### config.mk
export PLATFORM = sky130hd
export DESIGN_NAME = nic_ring_master
export DESIGN_NICKNAME = d
export VERILOG_FILES = /design/src/rtl/nic_pkg.sv /design/src/rtl/nic_rx_slot.sv /design/src/rtl/nic_ring_master.sv
export SDC_FILE = /design/constraint.sdc
export NUM_CORES = 1
export LEC_CHECK = 0
export CORE_MARGIN = 1
export CORE_UTILIZATION = 48
export CTS_BUF_LIST = sky130_fd_sc_hd__clkbuf_8
export CTS_CLUSTER_SIZE = 24
export DETAILED_ROUTE_END_ITERATION = 16
export HOLD_SLACK_MARGIN = 0.15
export PLACE_DENSITY_LB_ADDON = 0.25
export SYNTH_ARGS = -nofsm -noshare
export SYNTH_HDL_FRONTEND = slang
export SYNTH_SLANG_ARGS = --single-unit
### constraint.sdc
create_clock -name clk_i -period 7.6 [get_ports clk_i]
set_clock_uncertainty 0.1 [all_clocks]
set_input_delay 1.52 -clock clk_i [delete_from_list [all_inputs] [get_ports clk_i]]
set_output_delay 1.52 -clock clk_i [all_outputs]
set_load 0.02 [all_outputs]
### src/rtl/nic_pkg.sv
// Shared ring packet format, local bus types and master FSM states for the NIC ring.
package nic_pkg;

    localparam int unsigned NODE_W = 6;
    localparam int unsigned AGE_W  = 6;
    localparam int unsigned ADR_W  = 24;
    localparam int unsigned DAT_W  = 12;

    typedef logic [ADR_W-1:0] Address;
    typedef logic [DAT_W-1:0] Data;

    typedef enum logic [2:0] {
        PT_NULL  = 3'd0,
        PT_READ  = 3'd1,
        PT_WRITE = 3'd2,
        PT_ACK   = 3'd3,
        PT_RETRY = 3'd4
    } pt_e;

    typedef struct packed {
        logic [NODE_W-1:0] did;
        logic [NODE_W-1:0] sid;
        logic [AGE_W-1:0]  age;
        pt_e               typ;
        logic              ack;
        logic [1:0]        pad2;
        logic              we;
        Address            adr;
        Data               dat;
    } Packet;

    typedef enum logic [1:0] {
        ST_IDLE   = 2'd0,
        ST_INJECT = 2'd1,
        ST_WAIT   = 2'd2,
        ST_RESP   = 2'd3
    } state_e;

    function automatic logic is_resp_typ(input pt_e t);
        return (t == PT_ACK) || (t == PT_RETRY);
    endfunction

endpackage

### src/rtl/nic_rx_slot.sv
// One-entry valid/ready holding register for packets delivered to this node.
module nic_rx_slot
    import nic_pkg::*;
(
    input  logic  clk_i,
    input  logic  rst_i,
    input  logic  load,
    input  Packet pkt,
    input  logic  ready,
    output Packet rx,
    output logic  rx_valid,
    output logic  accept_c
);

    assign accept_c = !rx_valid || ready;

    // A load on the same edge as a handshake replaces the accepted entry.
    always_ff @(posedge clk_i or posedge rst_i) begin
        if (rst_i) begin
            rx       <= '0;
            rx_valid <= 1'b0;
        end else if (load) begin
            rx       <= pkt;
            rx_valid <= 1'b1;
        end else if (rx_valid && ready) begin
            rx_valid <= 1'b0;
        end
    end

endmodule

### src/rtl/nic_ring_master.sv
// Ring node: forwards/ages/drops ring traffic, delivers local packets, and runs
// one local bus request at a time as an injected packet awaiting ACK/RETRY.
module nic_ring_master
    import nic_pkg::*;
#(
    parameter logic [5:0]  ID        = 6'd1,
    parameter int unsigned TIMEOUT   = 255,
    parameter int unsigned MAX_RETRY = 3,
    parameter logic [5:0]  AGE_MAX   = 6'd63
) (
    input  logic       rst_i,
    input  logic       clk_i,
    input  Packet      packet_i,
    output Packet      packet_o,
    input  logic       cyc_i,
    input  logic       we_i,
    input  Address     adr_i,
    input  Data        dat_i,
    input  logic [5:0] did_i,
    output logic       ack_o,
    output logic       err_o,
    output Data        dat_o,
    output Packet      rx_o,
    output logic       rx_valid_o,
    input  logic       rx_ready_i
);

    localparam int unsigned TCNT_W = $clog2(TIMEOUT + 1) + 1;
    localparam int unsigned RCNT_W = $clog2(MAX_RETRY + 1) + 1;

    state_e            state_q, state_d;
    logic [TCNT_W-1:0] tcnt_q, tcnt_d;
    logic [RCNT_W-1:0] rcnt_q, rcnt_d;
    logic              req_we_q, req_we_d;
    Address            req_adr_q, req_adr_d;
    Data               req_dat_q, req_dat_d;
    logic [5:0]        req_did_q, req_did_d;
    logic              ack_d, err_d;
    Data               dat_d;
    Packet             packet_d;

    logic  to_me_c, resp_typ_c, nonnull_c, response_c, deliver_c, forward_c;
    logic  rx_accept_c, inject_c;
    Packet inj_pkt_c;

    // Arrival classification; anything not forwarded leaves a free output slot.
    always_comb begin
        to_me_c    = (packet_i.did == ID);
        resp_typ_c = is_resp_typ(packet_i.typ);
        nonnull_c  = (packet_i.typ != PT_NULL);
        response_c = to_me_c && resp_typ_c && (packet_i.sid == req_did_q) && (state_q == ST_WAIT);
        deliver_c  = to_me_c && nonnull_c && !resp_typ_c && rx_accept_c;
        forward_c  = nonnull_c && !(to_me_c && resp_typ_c) && !deliver_c && (packet_i.age != AGE_MAX);
    end

    always_comb begin
        inj_pkt_c     = '0;
        inj_pkt_c.did = req_did_q;
        inj_pkt_c.sid = ID;
        inj_pkt_c.we  = req_we_q;
        inj_pkt_c.adr = req_adr_q;
        inj_pkt_c.dat = req_dat_q;
        inj_pkt_c.typ = req_we_q ? PT_WRITE : PT_READ;
    end

    nic_rx_slot u_rx_slot (
        .clk_i    (clk_i),
        .rst_i    (rst_i),
        .load     (deliver_c),
        .pkt      (packet_i),
        .ready    (rx_ready_i),
        .rx       (rx_o),
        .rx_valid (rx_valid_o),
        .accept_c (rx_accept_c)
    );

    always_comb begin
        state_d   = state_q;
        tcnt_d    = tcnt_q;
        rcnt_d    = rcnt_q;
        req_we_d  = req_we_q;
        req_adr_d = req_adr_q;
        req_dat_d = req_dat_q;
        req_did_d = req_did_q;
        ack_d     = ack_o;
        err_d     = err_o;
        dat_d     = dat_o;
        inject_c  = 1'b0;

        case (state_q)
            ST_IDLE: begin
                if (cyc_i) begin
                    req_we_d  = we_i;
                    req_adr_d = adr_i;
                    req_dat_d = dat_i;
                    req_did_d = did_i;
                    rcnt_d    = '0;
                    state_d   = ST_INJECT;
                end
            end
            ST_INJECT: begin
                if (!cyc_i) begin
                    state_d = ST_IDLE;
                end else if (!forward_c) begin
                    inject_c = 1'b1;
                    tcnt_d   = '0;
                    state_d  = ST_WAIT;
                end
            end
            ST_WAIT: begin
                // A response on the timeout cycle takes precedence.
                if (!cyc_i) begin
                    state_d = ST_IDLE;
                end else if (response_c && (packet_i.typ == PT_ACK)) begin
                    dat_d   = packet_i.dat;
                    ack_d   = 1'b1;
                    state_d = ST_RESP;
                end else if (response_c && (rcnt_q < RCNT_W'(MAX_RETRY))) begin
                    rcnt_d  = rcnt_q + RCNT_W'(1);
                    state_d = ST_INJECT;
                end else if (response_c || (tcnt_q == TCNT_W'(TIMEOUT))) begin
                    err_d   = 1'b1;
                    state_d = ST_RESP;
                end else begin
                    tcnt_d = tcnt_q + TCNT_W'(1);
                end
            end
            ST_RESP: begin
                if (!cyc_i) begin
                    ack_d   = 1'b0;
                    err_d   = 1'b0;
                    state_d = ST_IDLE;
                end
            end
            default: state_d = ST_IDLE;
        endcase

        packet_d = '0;
        if (forward_c) begin
            packet_d     = packet_i;
            packet_d.age = packet_i.age + AGE_W'(1);
        end else if (inject_c) begin
            packet_d = inj_pkt_c;
        end
    end

    always_ff @(posedge clk_i or posedge rst_i) begin
        if (rst_i) begin
            state_q   <= ST_IDLE;
            tcnt_q    <= '0;
            rcnt_q    <= '0;
            req_we_q  <= 1'b0;
            req_adr_q <= '0;
            req_dat_q <= '0;
            req_did_q <= '0;
            ack_o     <= 1'b0;
            err_o     <= 1'b0;
            dat_o     <= '0;
            packet_o  <= '0;
        end else begin
            state_q   <= state_d;
            tcnt_q    <= tcnt_d;
            rcnt_q    <= rcnt_d;
            req_we_q  <= req_we_d;
            req_adr_q <= req_adr_d;
            req_dat_q <= req_dat_d;
            req_did_q <= req_did_d;
            ack_o     <= ack_d;
            err_o     <= err_d;
            dat_o     <= dat_d;
            packet_o  <= packet_d;
        end
    end

endmodule

# After elaboration in Yosys (flattened, before gate mapping)
# Index checks and enable logic that the tools add are counted.
# totals
inputBits	108
out_inout_bits	137
register_bits	194
# classes
n_reduce_logical	32
muxes	38
addsub	3
n_eq_ne	22
n_lt_le_gt_ge	1
# op_table
operator	n
2-to-1 mux 61 bit	2
2-to-1 mux 9 bit	6
2-to-1 mux 2 bit	9
one-hot mux 9 bit (2 select lines)	1
!= test 2 bit, second input constant	8
logical AND 1 bit	12
2-to-1 mux 1 bit	12
2-to-1 mux 3 bit	4
adder 9 x 1 -> 9 bit, second input constant	1
== test 9 x 8 -> 1 bit, second input constant	1
one-hot mux 2 bit (4 select lines)	1
AND reduction 4 bit	2
nonzero test 2 bit	4
AND reduction 7 bit	1
adder 6 x 1 -> 6 bit, second input constant	1
== test 6 x 1 -> 1 bit, second input constant	1
== test 6 bit	1
!= test 2 x 1 -> 1 bit, second input constant	3
!= test 6 bit, second input constant	1
one-hot mux 3 bit (2 select lines)	1
AND reduction 6 bit	1
!= test 5 x 2 -> 1 bit, second input constant	1
AND reduction 5 bit	1
== test 2 bit, second input constant	2
13 further kinds	19

# Logic depth before layout (Yosys ltp)
# Gate-level depths: netlist of the first run.
# logic_depth
ltp_word	13
depth_mapped	9
depth_no_buf	9

# Cells and area by module
# Synthesis of the first run repeated with hierarchy kept, for this count alone.
# hier_totals
hier_cells	520
hier_area_um2	8012.7
# modules_own_cells
module	area_each_um2	seq_area_each_um2	cells_each	instances
nic_ring_master	5405.2	3303.2	387	1
nic_rx_slot	2607.5	1551.5	133	1

# Least setup slack after synthesis of the first run
# No wires, ideal clock.
# synth_timing
path_kind	input to register
from	input packet_i[52] (netlist name)
to	register dat_o[0]
stages	7
arrival_time_ps	2987
path_slack_ps	4388
setup_time_ps	125
path_buffers	1
cell_sequence	xor2_1 -> nor4_4 -> nand2_2 -> nor4_2 -> nand2_2 -> buf_6 -> mux2_4
# synth_between
elab_chain_cells	5
# synth_lines
item	line_no	source
from (decl)	nic_ring_master.sv:13	input Packet packet_i,
== test 6 bit	nic_ring_master.sv:51	response_c = to_me_c && resp_typ_c && (packet_i.sid == req_did_q) && (state_q == ST_WAIT);
logical AND 1 bit (2 in a row)	nic_ring_master.sv:51	
logical AND 1 bit	nic_ring_master.sv:114	end else if (response_c && (packet_i.typ == PT_ACK)) begin
AND reduction 3 bit (no source line)	--	
to (signal assigned)	nic_ring_master.sv:170	dat_o <= dat_d;
to (decl)	nic_ring_master.sv:22	output Data dat_o,
# No other way between the ends.
# A chain may end at the register's enable or synchronous reset.

# Worst setup path after layout of the first run
# layout_timing
from	input packet_i[56] (netlist name)
to	register u_rx_slot.rx[32] (netlist name)
# layout_between
elab_chain_cells	4
# layout_lines
item	line_no	source
== test 6 x 1 -> 1 bit	nic_ring_master.sv:48	to_me_c = (packet_i.did == ID);
logical AND 1 bit (3 in a row)	nic_ring_master.sv:52	deliver_c = to_me_c && nonnull_c && !resp_typ_c && rx_accept_c;
to (signal assigned)	nic_rx_slot.sv:23	rx <= pkt;
to (decl)	nic_rx_slot.sv:10	output Packet rx,
# No other way between the ends.

==> flow_metrics.tcl, run 1 <==
set metrics [dict create \
    status "completed" \
    seq_area_frac_synth_pct 62.8 \
    critical_path.startpoint "packet_i[56]" \
    netlist_instances 602 \
    synth_top_family_by_area "multiplexers" \
    area_growth_pct 38.5 \
    setup_slack_ps 3790 \
    cts_tree "yes" \
    die_height_um 129 \
    fillers 1152 \
    critPathKind "in -> reg" \
    cellLeakagePower_nw 4.83 \
    period_needed_ps 3810 \
    fmax_ghz 0.262 \
    multiInputGateArea_um2 2750 \
    synth_edf_count 0 \
    ant_nets 0 \
    h-tree-depth 4 \
    synth_nets 714 \
    crit_chain "clkdlybuf4s50_1 -> nor4b_4 -> and2_2 -> and3_2 -> buf_4 -> mux2_2" \
    hp-class "reg -> reg" \
    worstReg2RegStart "req_did_q[3]" \
    critPathLaunchType "input pin" \
    post-cts-setup-buffer-count 0 \
    hold_buffers 0 \
    antenna_cells 0 \
    drive_gt1_share_pct 19.2 \
    die_width_um 129 \
    worstPathRequired_ps 7840 \
    track_usage_pct 24.4 \
    rsz0062_at_grt "no" \
    clk_pin_slew_ps 90 \
    dp_hpwl_mm 13.5 \
    r2r_cells 6 \
    powerDensity_nw_per_um2 217 \
    postSynthAreaPerCell_um2 12.8 \
    worstPathMaxFanout 45 \
    gp_congestion 0.810 \
    drtIter0Drc 296 \
    cts_sinks 194 \
    end_kind "flip-flop" \
    synth_mux_area_share_pct 16.8 \
    regArea_um2 4850 \
    drv_cap 0 \
    synthArstFlopShare_pct 100 \
    endpoint "u_rx_slot.rx[32]" \
    reg2reg_to "dat_o[7]" \
    critPathBufInv 2 \
    r2r_slack_ps 5100 \
    synth_area_um2 7730 \
    cp.depth 6 \
    grt_antenna_before_repair 0 \
    arrival_ps 4060 \
    worst_slew_pin_slew_ps 1170 \
    finalSetupViolCount 0 \
    synthXorXnorAreaFrac_pct 1.13 \
    cpLargestDelayFamily "buffers and inverters" \
    grt_max_degree 123 \
    dr_total_vias 5583 \
    fin_cells 1068 \
    synth_cell_types 49 \
    core_area_um2 15800 \
    ys_top_cells_by_area "dfrtp_1 63%, mux2_2 15%, nand2_1 4.9%" \
    hold_violations 0 \
    portBuffers 244 \
    cp_slowest_cell "buf_4" \
    max_stage_delay_ps 600 \
    place_ws_ps 3280 \
    yosysTopAreaCell "dfrtp_1" \
    yosysWarnings 0 \
    via_per_inst 5.23 \
    synth_seq_cells 194 \
    fin_setup_tns_ps 0 \
    dieArea_um2 16600 \
    ir_drop_v 0.000118 \
    slew_headroom_pct 22.2 \
    ys.flop_type "dfrtp_1" \
    dp_cells 1038 \
    boundaryPins 245 \
    grt_pass1_wl_mm 30.3 \
    synth_top_area_share_pct 62.8 \
    synth_compound_gate_area_share_pct 4.05 \
    finalMaxSlewViolations 0 \
    rows 46 \
    wire_per_inst_um 18.0 \
    initial_core_util_pct 48.9 \
    cts_root_buffer "clkbuf_8" \
    ctsResizeCount 0 \
    clk_latency_ps 460 \
    drc 0 \
    synth-adder-area-share_pct 0.647 \
    finalWirelength_mm 19.2 \
    drtPass1Iterations 6 \
    grt_pass1_vias 5840 \
    synthSimpleGateAreaFrac_pct 12.6 \
    grt-ovfl-total 0 \
    clock_path_buffers 2 \
    fin_nets 953 \
    numCtsBuffers 17 \
    period_share_pct 50.2 \
]
## cell usage after synthesis (2+ instances only)
master,instances
a22o_1,6
and2_2,2
buf_1,2
nand4_1,2
a21o_1,3
or2_2,2
nor3_1,3
o21ai_0,9
and3_1,2
a31oi_1,2
ha_1,4
and2_1,11
nand2_1,100
mux2_2,102
buf_2,9
a21oi_1,8
o31ai_1,5
nor2_1,13
clkbuf_1,16
nor2b_1,5
nand3_1,49
nand2_2,2
xor2_1,8
mux2_4,10
nand2b_1,2
inv_1,7
dfrtp_1,194
o22ai_1,2
xnor2_1,2
## flip-flops by register name, indices dropped and copies added, names as in the netlist
register	count
dat_o	12
u_rx_slot.rx	61
req_dat_q	12
req_did_q	6
packet_o	61
ack_o	1
req_we_q	1
u_rx_slot.rx_valid	1
tcnt_q	9
rcnt_q	3
state_q	2
req_adr_q	24
err_o	1
## power by group
| part | switching, W | total [W] | internal [W] | leakage, nW |
|---|---|---|---|---|
| combinational | 0.000249 | 0.000526 | 0.000277 | 2.21 |
| sequential | 0.0000662 | 0.00122 | 0.00116 | 2.44 |
| clock | 0.000333 | 0.000574 | 0.000241 | 0.185 |
## layout make-up
type / count / share of cell area (%)
clock buffers: 20 / 2.57
clock inverters: 10 / 0.444
inverters: 7 / 0.315
multi-input cells: 372 / 25.7
flip-flops and latches: 194 / 45.3
well taps: 216 / 2.52
repair buffers: 249 / 23.1
## worst min-delay path by stage
| stage | start | end | slack, ps | cells after the start |
|---|---|---|---|---|
| final | u_rx_slot.rx[55] | u_rx_slot.rx[55] | 380 | 1 |
| after global routing | u_rx_slot.rx[55] | u_rx_slot.rx[55] | 410 | 1 |
| after CTS | u_rx_slot.rx[55] | u_rx_slot.rx[55] | 390 | 1 |
| after detailed placement | u_rx_slot.rx[55] | u_rx_slot.rx[55] | 370 | 1 |
| after global placement | u_rx_slot.rx[55] | u_rx_slot.rx[55] | 350 | 1 |
| after floorplan | tcnt_q[8] | tcnt_q[8] | 360 | 1 |
## placed cells by master (no fill, tap or decap), types with 3 or more instances in the layout
| cell type | count |
|---|---|
| nor2_1 | 12 |
| and2_1 | 11 |
| nor2b_1 | 5 |
| mux2_4 | 10 |
| a22o_1 | 6 |
| mux2_2 | 102 |
| o31ai_1 | 5 |
| dfrtp_1 | 194 |
| clkinv_2 | 5 |
| ha_1 | 4 |
| clkbuf_8 | 20 |
| xor2_1 | 8 |
| nand2_1 | 100 |
| buf_4 | 5 |
| a21oi_1 | 8 |
| a21o_1 | 3 |
| clkdlybuf4s50_1 | 244 |
| nand3_1 | 49 |
| inv_1 | 10 |
| o21ai_0 | 9 |
## cells by family after synthesis
logic type	count (synthesis)
buf+inv	36
flops	194
xor+xnor	10
compound gates	44
mux	112
simple gates	202
fa+ha+maj	4
## per-stage QoR
step / power (W) / util [%] / hold slack, ps / cell area (um2)
after floorplan: 0.00150 / - / 356 / 7730
after global placement: 0.00175 / 65.6 / 353 / 10400
after detailed placement: 0.00177 / 65.6 / 366 / 10400
after CTS: 0.00235 / 67.7 / 387 / 10700
after global routing: 0.00243 / 67.7 / 406 / 10700
final: 0.00232 / 67.7 / 384 / 10700
## per-layer routing
metal  up-vias  share of wire, %  wire, um  global-route usage (%)
met2       198                49      9470                    40.5
met3        44               7.1      1360                    7.36
met1      2797                40      7720                    29.0
met5         -                 0         0                       0
met4         0               3.4       662                    12.2
li1       2544                 -         -                       -
Power figures use the tool's default switching activity.
==> run 2, diff against run 1 <==
--- a/config.mk
+++ b/config.mk
@@ -6,7 +6,7 @@
 export NUM_CORES = 1
 export LEC_CHECK = 0
 export CORE_MARGIN = 1
-export CORE_UTILIZATION = 48
+export CORE_UTILIZATION = 43
 export CTS_BUF_LIST = sky130_fd_sc_hd__clkbuf_8
 export CTS_CLUSTER_SIZE = 24
 export DETAILED_ROUTE_END_ITERATION = 16
==> constraint.sdc (replaced) <==
create_clock -name clk_i -period 3.2 [get_ports clk_i]
set_clock_uncertainty 0.1 [all_clocks]
set_input_delay 0.64 -clock clk_i [delete_from_list [all_inputs] [get_ports clk_i]]
set_output_delay 0.64 -clock clk_i [all_outputs]
set_load 0.02 [all_outputs]
==> flow_metrics.tcl, run 2 (synthesized netlist as in run 1, its figures left out) <==
set metrics [dict create \
    status "completed" \
    fin_nets 970 \
    worstPathMaxFanout 12 \
    fin_cells 1097 \
    dp_hpwl_mm 14.4 \
    final_core_util_pct 63.2 \
    finalMaxSlewViolations 0 \
    finalSetupViolCount 0 \
    drive_gt1_share_pct 21.4 \
    hold_buffers 0 \
    cts_sinks 194 \
    core_area_um2 17400 \
    drv_cap 0 \
    via_per_inst 5.09 \
    arrival_ps 2850 \
    ir_drop_v 0.000264 \
    slew_headroom_pct 46.7 \
    drc 0 \
    clk_pin_slew_ps 80 \
    cts_tree "yes" \
    fmax_ghz 0.384 \
    rsz0062_at_grt "no" \
    die_width_um 136 \
    holdWs_ps 374 \
    ant_nets 0 \
    period_needed_ps 2600 \
    end_kind "flip-flop" \
    area_growth_pct 42.4 \
    critPathLaunchType "input pin" \
    grt-ovfl-total 0 \
    grt_pass1_vias 5918 \
    cts_root_buffer "clkbuf_8" \
    portBuffers 244 \
    top_regs "packet_o: 61 flops, u_rx_slot.rx: 61 flops, req_adr_q: 24 flops" \
    grt_pass1_wl_mm 31.6 \
    drtPass1Iterations 4 \
    die_height_um 136 \
    dieArea_um2 18500 \
    grt_antenna_before_repair 0 \
    boundaryPins 245 \
    rows 48 \
    wire_per_inst_um 18.1 \
    track_usage_pct 22.7 \
    powerDensity_nw_per_um2 529 \
    ctsResizeCount 0 \
    grt_max_degree 41 \
    place_area_um2 10600 \
    worst_slew_pin_slew_ps 798 \
    dr_total_vias 5586 \
    drtIter0Drc 202 \
    worstPathRequired_ps 3440 \
    h-tree-depth 4 \
    design_area_um2 11000 \
    period_share_pct 81.4 \
    final_cell_mix "244 x clkdlybuf4s50_1, 194 x dfrtp_1, 102 x mux2_2" \
    dp_cells 1064 \
    clk_latency_ps 460 \
    numCtsBuffers 17 \
    finalWirelength_mm 19.9 \
    clock_path_buffers 2 \
    critPathKind "in -> reg" \
    initial_core_util_pct 44.4 \
    gp_congestion 0.870 \
    layout_commonest_cell "clkdlybuf4s50_1" \
    hold_violations 0 \
    cellLeakagePower_nw 4.96 \
    fin_setup_tns_ps 0 \
    post-cts-setup-buffer-count 0 \
    hp-class "reg -> reg" \
]
run 2: changes by cell type in the layout (fill, tap and decap cells not counted), sizes merged:
| cell | change |
|---|---|
| clkbuf | -2 |
| buf | +17 |
| clkinvlp | +1 |
| bufinv | +3 |
| clkinv | +2 |
| inv | -2 |
| diode | +1 |
run 2: path summary, 6_finish.rpt:
| kind | startpoint | end | slack, ps | cells after the start |
|---|---|---|---|---|
| setup / recovery | packet_i[49] | dat_o[0] | 600 | 7 |
| setup reg to reg | tcnt_q[1] | tcnt_q[0] | 710 | 9 |
| hold / removal | u_rx_slot.rx[55] | u_rx_slot.rx[55] | 370 | 1 |
| hold reg to reg | u_rx_slot.rx[55] | u_rx_slot.rx[55] | 370 | 1 |
| max in group asynchronous | rst_i | u_rx_slot.rx[54] | 1710 | 3 |
| min in group asynchronous | rst_i | u_rx_slot.rx[29] | 550 | 2 |
run 2: cell type report:
cell class	instances	area [um2]
multi-input cells	372	2750
repair buffers	266	2680
flip-flops and latches	194	4850
clock inverters	14	161
clock buffers	18	248
diodes	1	2.50
inverters	7	30.0
fillers	1362	6400
well taps	225	282
run 2: report_power, final:
part | switching [W] | internal, W | leakage [nW]
Clock | 0.000854 | 0.000791 | 0.214
Combinational | 0.000599 | 0.000679 | 2.31
Sequential | 0.000157 | 0.00275 | 2.44
run 2: stage by stage:
step,power [W],worst slack [ps]
6_report,0.00583,596
5_1_grt,0.00609,427
4_1_cts,0.00589,609
3_5_place_dp,0.00424,125
3_3_place_gp,0.00420,175
2_1_floorplan,0.00355,-44.4
run 2: critical path, stage by stage:
cell	delay [ps]
clkdlybuf4s50_1	470
xor2_1	210
nor4_4	420
nand2_2	90
nor4_2	300
nand2_2	320
mux2_4	390
run 2: routing by layer:
layer  vias up  wire (um)  global-route usage [%]  part of all wire, %
met3        30       1260                    6.71                  6.3
met2       186      10100                    37.9                   51
met5         -          0                       0                    0
met4         0        384                    8.09                  1.9
li1       2571          -                       -                    -
met1      2799       8150                    27.8                   41
